**src/rtl/frame_loader_bram0_if.sv**
```systemverilog
// Pixel stream and BRAM0 port-0 bundle for the Sobel frame loader.
// The master drives the pixel stream; the slave (loader) drives s_ready and the BRAM port.
interface frame_loader_bram0_if #(
  parameter int unsigned DATA_WIDTH = 8,
  parameter int unsigned ADDR_WIDTH = 16
);
  logic                  s_valid;
  logic [DATA_WIDTH-1:0] s_data;
  logic                  s_sof;
  logic                  s_eof;
  logic                  s_ready;
  logic                  b0_ce0;
  logic                  b0_we0;
  logic [ADDR_WIDTH-1:0] b0_addr0;
  logic [DATA_WIDTH-1:0] b0_d0;

  modport master (
    output s_valid, s_data, s_sof, s_eof,
    input  s_ready, b0_ce0, b0_we0, b0_addr0, b0_d0
  );

  modport slave (
    input  s_valid, s_data, s_sof, s_eof,
    output s_ready, b0_ce0, b0_we0, b0_addr0, b0_d0
  );
endinterface

```
**src/rtl/frame_loader_bram0.sv**
```systemverilog
// Loads one raster frame into BRAM0 port 0, then hands it to the downstream Sobel FSM.
// Optional early end-of-frame on s_eof when FRAME_LOADER_EOF_EN is defined.
module frame_loader_bram0 #(
  parameter int unsigned DATA_WIDTH   = 8,
  parameter int unsigned ADDR_WIDTH   = 16,
  parameter int unsigned IMAGE_WIDTH  = 100,
  parameter int unsigned IMAGE_HEIGHT = 100
) (
  input  logic                  clk,
  input  logic                  rst,
  frame_loader_bram0_if.slave   bus,
  input  logic                  i_mode,
  output logic                  o_en,
  output logic [ADDR_WIDTH-1:0] o_num_cnt,
  output logic                  o_run,
  input  logic                  i_fsm_idle,
  input  logic                  i_fsm_done,
  output logic                  o_busy,
  output logic                  o_err
);

  localparam int unsigned FramePixInt = IMAGE_WIDTH * IMAGE_HEIGHT;
  localparam logic [ADDR_WIDTH:0] FramePix = (ADDR_WIDTH + 1)'(FramePixInt);
  localparam logic [ADDR_WIDTH:0] CntOne   = (ADDR_WIDTH + 1)'(1);

  typedef enum logic [1:0] {StIdle, StLoad, StHandoff, StWaitDone} state_e;

  state_e                r_state;
  logic [ADDR_WIDTH:0]   r_pix_cnt;
  logic                  r_ready;
  logic                  r_wr;
  logic [ADDR_WIDTH-1:0] r_addr;
  logic [DATA_WIDTH-1:0] r_data;
  logic                  r_en;
  logic [ADDR_WIDTH-1:0] r_num_cnt;
  logic                  r_run;
  logic                  r_busy;
  logic                  r_err;

  state_e                w_state_next;
  logic [ADDR_WIDTH:0]   w_cnt_next;
  logic                  w_accept;
  logic                  w_write;
  logic [ADDR_WIDTH-1:0] w_wr_addr;
  logic                  w_en_next;
  logic [ADDR_WIDTH-1:0] w_num_next;
  logic                  w_run_next;
  logic                  w_err_next;
  logic                  w_eof_hit;
  logic                  w_frame_end;

`ifdef FRAME_LOADER_EOF_EN
  assign w_eof_hit = bus.s_eof;
`else
  logic w_unused_eof;
  assign w_unused_eof = bus.s_eof;
  assign w_eof_hit    = 1'b0;
`endif

  assign w_accept = bus.s_valid && r_ready;

  always_comb begin
    w_state_next = r_state;
    w_cnt_next   = r_pix_cnt;
    w_write      = 1'b0;
    w_wr_addr    = r_pix_cnt[ADDR_WIDTH-1:0];
    w_en_next    = 1'b0;
    w_num_next   = r_num_cnt;
    w_run_next   = r_run;
    w_err_next   = r_err;

    unique case (r_state)
      StIdle: begin
        // Beats before SOF are accepted but discarded.
        if (w_accept && bus.s_sof) begin
          w_write    = 1'b1;
          w_wr_addr  = '0;
          w_cnt_next = CntOne;
          w_run_next = i_mode;
        end
      end
      StLoad: begin
        if (w_accept) begin
          w_write = 1'b1;
          if (bus.s_sof) begin
            w_wr_addr  = '0;
            w_cnt_next = CntOne;
            w_run_next = i_mode;
            w_err_next = 1'b1;
          end else begin
            w_cnt_next = r_pix_cnt + CntOne;
          end
        end
      end
      StHandoff: begin
        if (i_fsm_idle) begin
          w_en_next    = 1'b1;
          w_state_next = StWaitDone;
        end
      end
      StWaitDone: begin
        if (i_fsm_done) w_state_next = StIdle;
      end
      default: w_state_next = StIdle;
    endcase

    w_frame_end = w_write && ((w_cnt_next == FramePix) || w_eof_hit);

    if (w_frame_end) begin
      w_state_next = StHandoff;
      w_num_next   = w_cnt_next[ADDR_WIDTH-1:0];
`ifdef FRAME_LOADER_EOF_EN
      // A short frame cannot be filtered, so demote it to a plain move.
      if (w_run_next && (w_cnt_next < FramePix)) begin
        w_run_next = 1'b0;
        w_err_next = 1'b1;
      end
`endif
    end else if (w_write) begin
      w_state_next = StLoad;
    end
  end

  always_ff @(posedge clk) begin
    if (rst) begin
      r_state   <= StIdle;
      r_pix_cnt <= '0;
      r_ready   <= 1'b0;
      r_wr      <= 1'b0;
      r_addr    <= '0;
      r_data    <= '0;
      r_en      <= 1'b0;
      r_num_cnt <= '0;
      r_run     <= 1'b0;
      r_busy    <= 1'b0;
      r_err     <= 1'b0;
    end else begin
      r_state   <= w_state_next;
      r_pix_cnt <= w_cnt_next;
      r_ready   <= (w_state_next == StIdle) || (w_state_next == StLoad);
      r_wr      <= w_write;
      if (w_write) begin
        r_addr <= w_wr_addr;
        r_data <= bus.s_data;
      end
      r_en      <= w_en_next;
      r_num_cnt <= w_num_next;
      r_run     <= w_run_next;
      r_busy    <= (w_state_next != StIdle);
      r_err     <= w_err_next;
    end
  end

  assign bus.s_ready  = r_ready;
  assign bus.b0_ce0   = r_wr;
  assign bus.b0_we0   = r_wr;
  assign bus.b0_addr0 = r_addr;
  assign bus.b0_d0    = r_data;
  assign o_en         = r_en;
  assign o_num_cnt    = r_num_cnt;
  assign o_run        = r_run;
  assign o_busy       = r_busy;
  assign o_err        = r_err;

endmodule
```
**src/flat_wrapper.sv**
```systemverilog
// flat-port wrapper written by rule: the top's interface ports become plain ports
module frame_loader_bram0_flat 
#(
  parameter int unsigned DATA_WIDTH   = 8,
  parameter int unsigned ADDR_WIDTH   = 16,
  parameter int unsigned IMAGE_WIDTH  = 100,
  parameter int unsigned IMAGE_HEIGHT = 100
)
  (clk, rst, i_mode, o_en, o_num_cnt, o_run, i_fsm_idle, i_fsm_done, o_busy, o_err, bus_s_valid, bus_s_data, bus_s_sof, bus_s_eof, bus_s_ready, bus_b0_ce0, bus_b0_we0, bus_b0_addr0, bus_b0_d0);
  frame_loader_bram0_if #(.DATA_WIDTH(DATA_WIDTH), .ADDR_WIDTH(ADDR_WIDTH)) bus_i ();
  input  logic clk;
  input  logic rst;
  input  logic i_mode;
  output logic o_en;
  output logic [ADDR_WIDTH-1:0] o_num_cnt;
  output logic o_run;
  input  logic i_fsm_idle;
  input  logic i_fsm_done;
  output logic o_busy;
  output logic o_err;
  input wire logic [$bits(bus_i.s_valid)-1:0] bus_s_valid;
  input wire logic [$bits(bus_i.s_data)-1:0] bus_s_data;
  input wire logic [$bits(bus_i.s_sof)-1:0] bus_s_sof;
  input wire logic [$bits(bus_i.s_eof)-1:0] bus_s_eof;
  output wire logic [$bits(bus_i.s_ready)-1:0] bus_s_ready;
  output wire logic [$bits(bus_i.b0_ce0)-1:0] bus_b0_ce0;
  output wire logic [$bits(bus_i.b0_we0)-1:0] bus_b0_we0;
  output wire logic [$bits(bus_i.b0_addr0)-1:0] bus_b0_addr0;
  output wire logic [$bits(bus_i.b0_d0)-1:0] bus_b0_d0;
  assign bus_i.s_valid = bus_s_valid;
  assign bus_i.s_data = bus_s_data;
  assign bus_i.s_sof = bus_s_sof;
  assign bus_i.s_eof = bus_s_eof;
  assign bus_s_ready = bus_i.s_ready;
  assign bus_b0_ce0 = bus_i.b0_ce0;
  assign bus_b0_we0 = bus_i.b0_we0;
  assign bus_b0_addr0 = bus_i.b0_addr0;
  assign bus_b0_d0 = bus_i.b0_d0;
  frame_loader_bram0 #(.DATA_WIDTH(DATA_WIDTH), .ADDR_WIDTH(ADDR_WIDTH), .IMAGE_WIDTH(IMAGE_WIDTH), .IMAGE_HEIGHT(IMAGE_HEIGHT)) u_core (.clk(clk), .rst(rst), .bus(bus_i), .i_mode(i_mode), .o_en(o_en), .o_num_cnt(o_num_cnt), .o_run(o_run), .i_fsm_idle(i_fsm_idle), .i_fsm_done(i_fsm_done), .o_busy(o_busy), .o_err(o_err));
endmodule
```
**config.mk**
```make
export PLATFORM = sky130hd
export DESIGN_NAME = frame_loader_bram0_flat
export DESIGN_NICKNAME = d
export VERILOG_FILES = /design/src/rtl/frame_loader_bram0_if.sv /design/src/rtl/frame_loader_bram0.sv /design/src/flat_wrapper.sv
export SDC_FILE = /design/constraint.sdc
export NUM_CORES = 1
export LEC_CHECK = 0
export BUFFER_PORTS_ARGS = -buffer_cell sky130_fd_sc_hd__buf_2
export CORE_ASPECT_RATIO = 1.1
export CORE_MARGIN = 10
export CORE_UTILIZATION = 50
export CTS_CLUSTER_DIAMETER = 100
export DETAILED_ROUTE_END_ITERATION = 7
export PLACE_DENSITY = 0.83
export SYNTH_ARGS = -nofsm -noshare
export SYNTH_HDL_FRONTEND = slang
export SYNTH_SLANG_ARGS = --single-unit
```
**constraint.sdc**
```tcl
create_clock -name clk -period 4.6 [get_ports clk]
set_input_delay 0.46 -clock clk [delete_from_list [all_inputs] [get_ports clk]]
set_output_delay 0.46 -clock clk [all_outputs]
set_load 0.02 [all_outputs]
```
==> results of run 1 <==
layer usage:
metal | track usage, % | vias to the layer above
met5 | 0 | -
met4 | 5.11 | 0
met3 | 6.20 | 9
met2 | 24.4 | 70
met1 | 19.4 | 1172
li1 | - | 1205
path summary, 6_finish.rpt:
| kind | startpoint | endpoint | slack (ns) | depth (start not counted) |
|---|---|---|---|---|
| worst min register to register | u_core.o_num_cnt[13]$_SDFFE_PP0P_ | u_core.o_num_cnt[13]$_SDFFE_PP0P_ | 0.45 | 2 |
| worst min-delay path | bus_s_data[7] | u_core.bus.b0_d0[7]$_SDFFE_PP0P_ | 0.36 | 3 |
| worst max register to register | u_core.r_pix_cnt[0]$_SDFF_PP0_ | u_core.r_state[0]$_SDFF_PP0_ | 1.45 | 8 |
| worst max-delay path | u_core.r_pix_cnt[0]$_SDFF_PP0_ | u_core.r_state[0]$_SDFF_PP0_ | 1.45 | 8 |
cells by family after synthesis:
group | Yosys count | share of synthesized area (%)
compound gates | 77 | 19.2
xor+xnor | 1 | 0.328
fa+ha+maj | 1 | 0.469
buf+inv | 26 | 4.36
flops | 65 | 48.8
simple gates | 138 | 26.9
placed cells by master, fill, tap and decap left out, types with 9 or more instances in the layout:
| cell | netlist | final |
|---|---|---|
| buf_2 | 2 | 61 |
| nand3_1 | 10 | 10 |
| dfxtp_1 | 65 | 65 |
| nor2_1 | 35 | 35 |
| o21ai_0 | 9 | 9 |
| and2_4 | 9 | 9 |
| clkbuf_8 | 0 | 11 |
| a21oi_1 | 27 | 27 |
| nor3_1 | 10 | 9 |
| nand2_1 | 35 | 35 |
| a22oi_1 | 17 | 17 |
metrics by stage:
stage | setup WS, ns | total power [mW] | cells
after global placement | 1.52 | 0.641 | 422
after CTS | 1.46 | 1.13 | 438
after floorplan | 1.95 | 0.623 | 308
final | 1.45 | 1.12 | 438
after global routing | 1.16 | 1.16 | 438
after detailed placement | 1.46 | 0.642 | 422
cell type report:
| cell class | instances | share of cell area (%) |
|---|---|---|
| clock buffers | 12 | 4.86 |
| clock inverters | 4 | 1.61 |
| inverters | 6 | 0.705 |
| multi-input cells | 217 | 39.5 |
| flip-flops and latches | 65 | 40.8 |
| well taps | 72 | 2.82 |
| repair buffers | 62 | 9.80 |
sequential cells by signal, summed over array words and instances, names as in the netlist:
name / cells
u_core.r_pix_cnt: 17
u_core.bus.b0_addr0: 16
u_core.o_num_cnt: 16
u_core.bus.b0_d0: 8
u_core.r_state: 2
u_core.bus.b0_ce0: 1
u_core.bus.s_ready: 1
u_core.o_busy: 1
u_core.o_en: 1
u_core.o_err: 1
u_core.o_run: 1
where the power goes:
part / switching [mW] / internal (mW) / leakage [nW]
Sequential: 0.00549 / 0.568 / 0.525
Clock: 0.212 / 0.280 / 0.103
Combinational: 0.0398 / 0.0163 / 0.695
worst reg2reg max path, cell delays in order (launching register included):
cell and delay [ns]:
dfxtp_1 0.45, ha_1 0.26, nand3_1 0.18, or4_1 0.58
o311ai_2 0.30, o41ai_1 0.15, nor4_2 0.43, a41oi_2 0.40
a21boi_1 0.25
==> metrics.md, run 1 <==
| Metric | Value |
|---|---|
| Status | finished clean |
| Number of global-route vias before repair | 2328 |
| GPL Wtd Cong | between 0.8 and 0.9 |
| Tmin final | 3.15 ns |
| RSZ-0062 raised after global routing | false |
| Top_reg_cell synth | dfxtp_1 |
| Worst-path clk slew | 0.07 ns |
| Die height | roughly 97 um |
| P_leak | 1.32 nW |
| Skew-Pair Late Insertion Delay | 0.34 ns |
| Slowest cell on crit path | or4_1 |
| FMAX | ~320 MHz |
| Flops & latches, synth | 65 |
| Die ar. | between 0.008 and 0.009 mm^2 |
| Total CTS buffers | 9 |
| Fillers | 430 |
| Pin count of the biggest net entering global routing | between 50 and 60 |
| Initial Utilization | 52.3% |
| Hold WS | roughly 0.36 ns |
| Setup Fix Bufs, Post-CTS | 0 |
| Number of routed nets with antenna violations | 0 |
| Yosys cell types | 47 |
| Core Area | just over 0.005 mm^2 |
| Register area | 0.00130 mm^2 |
| Critical path launch point type | register |
| Area post-placement | about 0.003 mm^2 |
| Gr ovfl total | 0 |
| Most frequent cells after synthesis | dfxtp_1 (65), nand2_1 (35), nor2_1 (35), a21oi_1 (27), a22oi_1 (17) |
| Total wire length | ~6.7 mm |
| Multi-input gate area | between 0.001 and 0.0015 mm^2 |
| I/O pins | 63 |
| Max VDD drop | 0.263 mV |
| Buffers on Ports | between 60 and 70 |
| Finished Cell Area | about 0.0032 mm^2 |
| Max-slew headroom | 22.2% |
| Clk sinks | 65 |
| Final Hold Vio Count | 0 |
| DRC | 0 |
| Max cap viols | 0 |
| # diodes | 0 |
| Drt wl/cell | 15.3 um |
| Most frequent cell after synthesis | dfxtp_1 |
| Required time of the critical path | approximately 4.8 ns |
| Initial DRT Pass Iterations | 5 |
| Max Used Layer | met4 |
| Setup violations, final | 0 |
| CP Class | reg2reg |
| Vias/cell | about 5.6 |
| Synth area leader | dfxtp_1 |
| Final Util | 62.6% |
| Sequential area share after synthesis | around half |
| Mapped Cells | slightly above 300 |
| Ys async rst share | 0% |
| Syn. warnings | 0 |
| Area contributors post-synth | dfxtp_1 (49%), a21oi_1 (5.1%), nand2_1 (4.9%) |
| Crit path cell chain | ha_1, nand3_1, or4_1, o311ai_2, o41ai_1, nor4_2, a41oi_2, a21boi_1 |
| Post-Route M1 WL | 2.76 mm |
| Critical path's largest stage delay | approximately 0.58 ns |
| Post-CTS sizing | 0 |
| Fin. max-slew vios | 0 |
| Number of synthesized flops with an enable pin | 0 |
| Nets | around 380 |
| Clock buffer depth | 2 |
| Synth Area per Inst | about 8.7 um^2 |
| Net Count, Synth | about 330 |
| Root buf cell | clkbuf_8 |
| CTS tree | yes |
| WL met3 | a little under 500 um |
| Setup TNS | 0 ns |
| Die W | around 90 um |
| Post-cts hold buffer count | 0 |
| Final period util | approximately two thirds |
| Skew final | 0.0126 ns |
| CP Capture Type | register |
| Critical path arrival | about 3.3 ns |
| Worst Hold Class | in2reg |
| Worst Path Buf+Inv | 0 |
| H-tree depth | 3 |
| Crit path max fanout | 13 |
| Post-Syn Area | about 0.0027 mm^2 |
| Pwr/cell area | 351 mW/mm^2 |
| Cell Rows | 27 |
| Initial drt markers | between 300 and 400 |
| Share of layout cells above drive strength 1 | approximately 26% |
| Slew @ Worst Pin | around 1.2 ns |
| Total GRT Usage | between 10% and 20% |
| Area delta synth->final | 19.6% |
| DR vias | 2456 |
| Antenna violations before repair | 0 |
| DP HPWL | roughly 4.7 mm |
| WL met2 | approximately 3.4 mm |
| Crit-path leading delay family | simple AND/OR/NAND/NOR gates |
| First-pass GRT wire length | 11.2 mm |
| Synth top area share | just under 50% |
Power figures use the tool's default switching activity.
==> run 2, diff against run 1 <==
--- a/config.mk
+++ b/config.mk
@@ -5,10 +5,11 @@
 export SDC_FILE = /design/constraint.sdc
 export NUM_CORES = 1
 export LEC_CHECK = 0
+export ABC_AREA = 1
 export BUFFER_PORTS_ARGS = -buffer_cell sky130_fd_sc_hd__buf_2
 export CORE_ASPECT_RATIO = 1.1
 export CORE_MARGIN = 10
-export CORE_UTILIZATION = 50
+export CORE_UTILIZATION = 48
 export CTS_CLUSTER_DIAMETER = 100
 export DETAILED_ROUTE_END_ITERATION = 7
 export PLACE_DENSITY = 0.83
==> constraint.sdc (replaced) <==
create_clock -name clk -period 2.6 [get_ports clk]
set_input_delay 0.26 -clock clk [delete_from_list [all_inputs] [get_ports clk]]
set_output_delay 0.26 -clock clk [all_outputs]
set_load 0.02 [all_outputs]
==> run 2 against run 1 <==
  * Via count is 12% higher
  * Sequential power is 82% higher
  * Clock power is 73% higher
  * Critical path depth is 5 higher
  * Maximum frequency is 37% higher
  * Non-clock buffer count is 5 higher
  * Utilization is 3.2 points lower
  * Count of clock-buffer cells in the layout is 1 lower
  * Cell count is 25% higher
  * Synthesized area is 7.9% higher
  * Largest cell class unchanged
  * Highest routed layer unchanged
==> metrics.md, run 2 <==
| Metric | Value |
|---|---|
| Status | finished clean |
| First-pass GRT wire length | 12.4 mm (+11%) |
| Final Hold Vio Count | 0 (unchanged) |
| Required time of the critical path | 2.84 ns (-1.94 ns) |
| Most frequent cell after synthesis | nand2_1 |
| Skew final | 0.00629 ns (-0.00631 ns) |
| Critical path launch point type | register |
| Crit path max fanout | 19 (+6) |
| Worst-path clk slew | 0.07 ns (about the same) |
| Initial Utilization | 49.6% (-2.7 points) |
| FMAX | 436 MHz (+37%) |
| Commonest non-fill, non-tap cell in the layout | nand2_1 |
| Biggest register | u_core.r_pix_cnt |
| Tmin final | 2.29 ns (-0.855 ns) |
| Yosys cell types | 29 (-38%) |
| Worst r2r path cells | 13 (+5) |
| Gr ovfl total | 0 (unchanged) |
| Commonest cells after routing, fill and taps aside | nand2_1 (76), nor2_1 (68), dfxtp_1 (65), buf_2 (61), inv_1 (48) |
| Buffers on Ports | 61 (unchanged) |
| FF-to-FF Start | u_core.r_state[0]$_SDFF_PP0_ |
| # diodes | 0 (unchanged) |
| Sequential area share after synthesis | 45.2% (-3.6 points) |
| Initial drt markers | 197 (-44%) |
| Worst hold path cell count | 3 (unchanged) |
| Power, Total | 2.06 mW (+84%) |
| Critical path's largest stage delay | 0.40 ns (-0.18 ns) |
| Share of layout cells above drive strength 1 | 24.6% (-1.3 points) |
| Worst Hold Class | in2reg |
| Max VDD drop | 0.391 mV (+49%) |
| Total CTS buffers | 9 (unchanged) |
| Total wire length | 7.38 mm (+10%) |
| Critical path arrival | 2.53 ns (-0.80 ns) |
| Area delta synth->final | 19.7% (about the same) |
| Setup TNS | 0 ns (unchanged) |
| H-tree depth | 3 (unchanged) |
| Slew @ Worst Pin | 0.655 ns (-0.513 ns) |
| Vias/cell | 5.03 (-10%) |
| Clock buffer depth | 2 (unchanged) |
| Setup violations, final | 0 (unchanged) |
| Net Count, Synth | 419 (+29%) |
| Die W | 93.9 um (+4.7%) |
| Number of synthesized flops with an enable pin | 0 (unchanged) |
| Crit-path leading delay family | simple AND/OR/NAND/NOR gates |
| DRC | 0 (unchanged) |
| Worst reg-to-reg setup slack | 0.31 ns (-1.15 ns) |
| Max cap viols | 0 (unchanged) |
| Post-cts hold buffer count | 0 (unchanged) |
| DP HPWL | 5.48 mm (+15%) |
| Die height | 101 um (+4.8%) |
| Clk sinks | 65 (unchanged) |
| R2r endpoint | u_core.o_num_cnt[0]$_SDFFE_PP0P_ |
| Syn. warnings | 0 (unchanged) |
| Top_reg_cell synth | dfxtp_1 |
| GPL Wtd Cong | 0.981 (+12%) |
| Max-slew headroom | 56.4% (+34 points) |
| Initial DRT Pass Iterations | 5 (unchanged) |
| Post-CTS sizing | 0 (unchanged) |
| Met2 Use GR | 24.2% (-0.23 points) |
| Worst Path Buf+Inv | 3 (+3) |
| Final period util | 88.3% (+20 points) |
| Setup Fix Bufs, Post-CTS | 0 (unchanged) |
| Post-Syn Area | 0.00288 mm^2 (+7.9%) |
| Core Area | 0.00581 mm^2 (+14%) |
| Synth top area share | 45.2% (-3.6 points) |
| CTS tree | yes |
| Cell Rows | 29 (+7.4%) |
| Most frequent cells after synthesis | nand2_1 (76), nor2_1 (68), dfxtp_1 (65), inv_1 (48), nand3_1 (36) |
| Nets | 483 (+28%) |
| CP Class | reg2reg |
| Flops & latches, synth | 65 (unchanged) |
| Pin count of the biggest net entering global routing | 32 (-41%) |
| Mapped Cells | 402 (+31%) |
| Antenna violations before repair | 0 (unchanged) |
| Fin. max-slew vios | 0 (unchanged) |
| Area contributors post-synth | dfxtp_1 (45%), nand2_1 (9.9%), nor2_1 (8.9%) |
| RSZ-0062 raised after global routing | false |
| CP Capture Type | register |
| Busiest grt layer | met2 |
| I/O pins | 63 (unchanged) |
| Pwr/cell area | 598 mW/mm^2 (+70%) |
| P_leak | 1.60 nW (+21%) |
| Number of routed nets with antenna violations | 0 (unchanged) |
| Met1 global-route usage | 18.3% (-1.1 points) |
| Ys async rst share | 0% (unchanged) |
| Crit path cell chain | inv_2, nor2_4, nand2_2, inv_2, nand2_1, nand2_1, nand3_1, nor3_1, nand2_1, nor2_2, nand3_4, nand3_1, inv_1 |
| Hold Path Origin | bus_s_data[0] |
| Synth area leader | dfxtp_1 |
| Skew-Pair Late Insertion Delay | 0.34 ns (about the same) |
| Die ar. | 0.00950 mm^2 (+9.7%) |
| WHS Endpoint | u_core.bus.b0_d0[0]$_SDFFE_PP0P_ |
| Drt wl/cell | 13.5 um (-12%) |
| Setup crit start | u_core.r_state[0]$_SDFF_PP0_ |
| Synth Area per Inst | 7.16 um^2 (-17%) |
| Total GRT Usage | 16.0% (+0.21 points) |
| Grt met3 use | 7.32% (+1.1 points) |
| Fillers | 544 (+27%) |
| Max reg flops | 17 (unchanged) |
| Most used cell, CP | nand2_1 |
| Root buf cell | clkbuf_8 |
| DR vias | 2759 (+12%) |
| Number of global-route vias before repair | 2711 (+16%) |
| Slowest cell on crit path | dfxtp_1 |
run 2: cell count changes after synthesis, moves of 12 or more:
cell,delta
a22oi_1,-17
nand3_1,+26
nor2_2,+14
nor2_1,+33
a21oi_1,-12
nand2_1,+41
inv_1,+42
run 2: cell type report:
class / count / area (um^2) / share of cell area [%]
Tap cell: 77 / 96.3 / 2.79
Inverter: 55 / 206 / 5.99
Clock buffer: 11 / 141 / 4.10
Clock inverter: 5 / 55.1 / 1.60
Sequential cell: 65 / 1300 / 37.7
Timing Repair Buffer: 67 / 350 / 10.2
Multi-Input combinational cell: 268 / 1300 / 37.6
run 2: worst min-delay path, delay by kind of cell:
kind	cells	cell delay, ns
compound gates	1	0.07
buf+inv	1	0.07
simple gates	1	0.07
run 2: where the power goes:
group          internal (mW)  switching, mW
clock                  0.465          0.384
sequential              1.02         0.0140
combinational         0.0555          0.123
total                   1.54          0.520
run 2: cell families (layout without fill, tap and decap cells):
family | count (synthesis) | in the layout | share of synthesized area (%)
buffers and inverters | 69 | 138 | 9.77
AO/OA/AOI/OAI | 55 | 55 | 11.7
adder cells (fa/ha/maj) | 1 | 1 | 0.434
flip-flops | 65 | 65 | 45.2
AND/OR/NAND/NOR | 212 | 212 | 32.9
run 2: worst max-delay path by stage:
stage | endpoint | slack, ns | depth (start not counted)
floorplan | u_core.o_num_cnt[11]$_SDFFE_PP0P_ | 0.69 | 13
global placement | u_core.bus.s_ready$_SDFF_PP0_ | 0.30 | 13
detailed placement | u_core.o_num_cnt[0]$_SDFFE_PP0P_ | 0.30 | 13
CTS | u_core.o_num_cnt[0]$_SDFFE_PP0P_ | 0.28 | 13
global route | u_core.o_num_cnt[0]$_SDFFE_PP0P_ | 0.02 | 13
finish | u_core.o_num_cnt[0]$_SDFFE_PP0P_ | 0.31 | 13
run 2: routing by layer:
layer / vias to the layer above / part of all wire, %
met5: - / 0
met4: 0 / 2.7
met3: 22 / 11
met2: 107 / 44
met1: 1222 / 42
li1: 1408 / -
run 2: stage by stage:
step                utilization (%)  std cells  hold WS (ns)  area, um^2  worst slack [ns]
global route                   59.4        548         0.171        3450            0.0194
detailed placement             56.0        532         0.446        3250             0.304
CTS                            59.4        548         0.156        3450             0.285
finish                         59.4        548         0.164        3450             0.305
global placement               56.0        532         0.441        3250             0.303
floorplan                         -        402         0.350        2880             0.687
==> run 3, diff against run 2 <==
--- a/config.mk
+++ b/config.mk
@@ -5,7 +5,6 @@
 export SDC_FILE = /design/constraint.sdc
 export NUM_CORES = 1
 export LEC_CHECK = 0
-export ABC_AREA = 1
 export BUFFER_PORTS_ARGS = -buffer_cell sky130_fd_sc_hd__buf_2
 export CORE_ASPECT_RATIO = 1.1
 export CORE_MARGIN = 10
==> run 3 against run 2 <==
  * Critical path depth fell by 4
  * Clock power fell by 4.0%
  * Sequential share of layout area hardly changed
  * Setup slack worse by 0.22 ns
  * Via count shrank 5.4%
  * Clock skew is essentially flat
  * Maximum frequency fell by 8.7%
  * Cell count down 14%
  * Largest power group unchanged
==> metrics.md, run 3 (synthesis results as in run 1) <==
| Metric | Value |
|---|---|
| Pwr/cell area | 563 mW/mm^2 (-5.8%) |
| FMAX | 398 MHz (-8.7%) |
| First-pass GRT wire length | 11.7 mm (-5.5%) |
| DR vias | 2610 (-5.4%) |
| Critical path's largest stage delay | 0.48 ns (+0.08 ns) |
| P_leak | 1.48 nW (-7.6%) |
| Slew @ Worst Pin | 0.648 ns (-0.00630 ns) |
| Layout Cells excl Fill | 469 (-14%) |
| Max reg flops | 17 (unchanged) |
| Setup TNS | 0 ns (unchanged) |
| Core Area | 0.00540 mm^2 (-7.1%) |
| Cell Rows | 28 (-3.4%) |
| Root buf cell | clkbuf_8 |
| DRC | 0 (unchanged) |
| Die height | 98.2 um (-3.0%) |
| Commonest cells after routing, fill and taps aside | buf_2 (61), dfxtp_1 (61), nand2_1 (35), nor2_1 (35), buf_4 (29) |
| I/O pins | 63 (unchanged) |
| Share of layout cells above drive strength 1 | 34.8% (+10 points) |
| CP Class | reg2reg |
| Worst Hold Class | in2reg |
| Pin count of the biggest net entering global routing | 34 (+6.3%) |
| Fillers | 473 (-13%) |
| Worst Path Buf+Inv | 1 (-2) |
| Max cap viols | 0 (unchanged) |
| Initial DRT Pass Iterations | 5 (unchanged) |
| Number of global-route vias before repair | 2514 (-7.3%) |
| Antenna violations before repair | 0 (unchanged) |
| Crit-path leading delay family | simple AND/OR/NAND/NOR gates |
| Max VDD drop | 0.517 mV (+32%) |
| DP HPWL | 5.07 mm (-7.4%) |
| Vias/cell | 5.57 (+11%) |
| Worst-path clk slew | 0.07 ns (about the same) |
| Total CTS buffers | 9 (unchanged) |
| Required time of the critical path | 2.81 ns (-0.03 ns) |
| H-tree depth | 3 (unchanged) |
| Status | finished clean |
| Final Hold Vio Count | 0 (unchanged) |
| Die ar. | 0.00895 mm^2 (-5.9%) |
| Clk sinks | 65 (unchanged) |
| Hold WS | 0.140 ns (-0.0245 ns) |
| Tmin final | 2.51 ns (+0.218 ns) |
| Power, Total | 1.95 mW (-5.5%) |
| Buffers on Ports | 61 (unchanged) |
| Max-slew headroom | 56.2% (-0.15 points) |
| Drt wl/cell | 15.5 um (+15%) |
| Nets | 407 (-16%) |
| Biggest register | u_core.r_pix_cnt |
| Critical path launch point type | register |
| Finished Cell Area | 0.00346 mm^2 (+0.36%) |
| Number of routed nets with antenna violations | 0 (unchanged) |
| Skew-Pair Late Insertion Delay | 0.35 ns (about the same) |
| Fin. max-slew vios | 0 (unchanged) |
| Critical path arrival | 2.72 ns (+0.19 ns) |
| Gr ovfl total | 0 (unchanged) |
| Total GRT Usage | 15.8% (-0.23 points) |
| Setup violations, final | 0 (unchanged) |
| GPL Wtd Cong | 0.878 (-10%) |
| RSZ-0062 raised after global routing | true |
| CTS tree | yes |
| Initial drt markers | 147 (-25%) |
| Crit path cell chain | ha_4, nand3_4, or4_4, o211ai_1, nand3_2, nor4_4, a41oi_2, buf_4, a21boi_1 |
| Total wire length | 7.26 mm (-1.6%) |
| Post-cts hold buffer count | 0 (unchanged) |
| Worst reg-to-reg setup slack | 0.09 ns (-0.22 ns) |
| Clock buffer depth | 2 (unchanged) |
| Die W | 91.1 um (-2.9%) |
| Final period util | 96.6% (+8.4 points) |
| Initial Utilization | 49.5% (-0.15 points) |
| Dpl cells | 450 (-15%) |
| Crit path max fanout | 8 (-11) |
| # diodes | 0 (unchanged) |
| Skew final | 0.00597 ns (-0.000318 ns) |
| Slowest cell on crit path | or4_4 |
| Area post-placement | 0.00317 mm^2 (-2.4%) |
| Area delta synth->final | 29.7% |
| CP Capture Type | register |
==> run 3: stage by stage <==
step           setup WS (ns)  utilization (%)
2_1_floorplan         0.0356                -
3_3_place_gp          0.0509             58.8
3_5_place_dp         -0.0655             58.8
4_1_cts               0.0237             63.3
5_1_grt              -0.0417             64.1
6_report              0.0871             64.1
==> run 3: worst register-to-register path, cell delays in order (launching register included) <==
cell	delay (ns)
dfxtp_2	0.36
ha_4	0.16
nand3_4	0.08
or4_4	0.48
o211ai_1	0.26
nand3_2	0.13
nor4_4	0.36
a41oi_2	0.24
buf_4	0.20
a21boi_1	0.11
==> run 3: what timing repair did <==
action	in CTS	in global routing
pin swaps	6	17
setup buffers	2	2
resized for setup	10	8
cloned	1	0
setup endpoints to repair	13	13
==> run 3: final timing paths <==
| kind | startpoint | endpoint | depth (start not counted) |
|---|---|---|---|
| max | u_core.r_pix_cnt[0]$_SDFF_PP0_ | u_core.r_state[0]$_SDFF_PP0_ | 9 |
| min | bus_s_data[6] | u_core.bus.b0_d0[6]$_SDFFE_PP0P_ | 3 |
| max reg2reg | u_core.r_pix_cnt[0]$_SDFF_PP0_ | u_core.r_state[0]$_SDFF_PP0_ | 9 |
| min reg2reg | u_core.o_num_cnt[8]$_SDFFE_PP0P_ | u_core.o_num_cnt[8]$_SDFFE_PP0P_ | 2 |
==> run 3: cell type report <==
type / count / area, um^2 / area share [%]
Inverter: 6 / 22.5 / 0.651
Tap cell: 75 / 93.8 / 2.71
Multi-Input combinational cell: 217 / 1320 / 38.1
Timing Repair Buffer: 91 / 534 / 15.4
Clock inverter: 6 / 60.1 / 1.74
Sequential cell: 65 / 1310 / 37.7
Clock buffer: 9 / 124 / 3.58
==> run 3: power by group <==
group,switching [mW],internal [mW]
Sequential,0.00464,1.01
Clock,0.384,0.431
Combinational,0.0819,0.0431
==> run 3: routing by layer <==
layer | share of wire, % | vias up | track usage [%]
li1 | - | 1256 | -
met5 | 0 | - | 0
met4 | 2.2 | 0 | 8.93
met2 | 49 | 101 | 26.6
met3 | 8.4 | 20 | 5.59
met1 | 41 | 1233 | 16.8
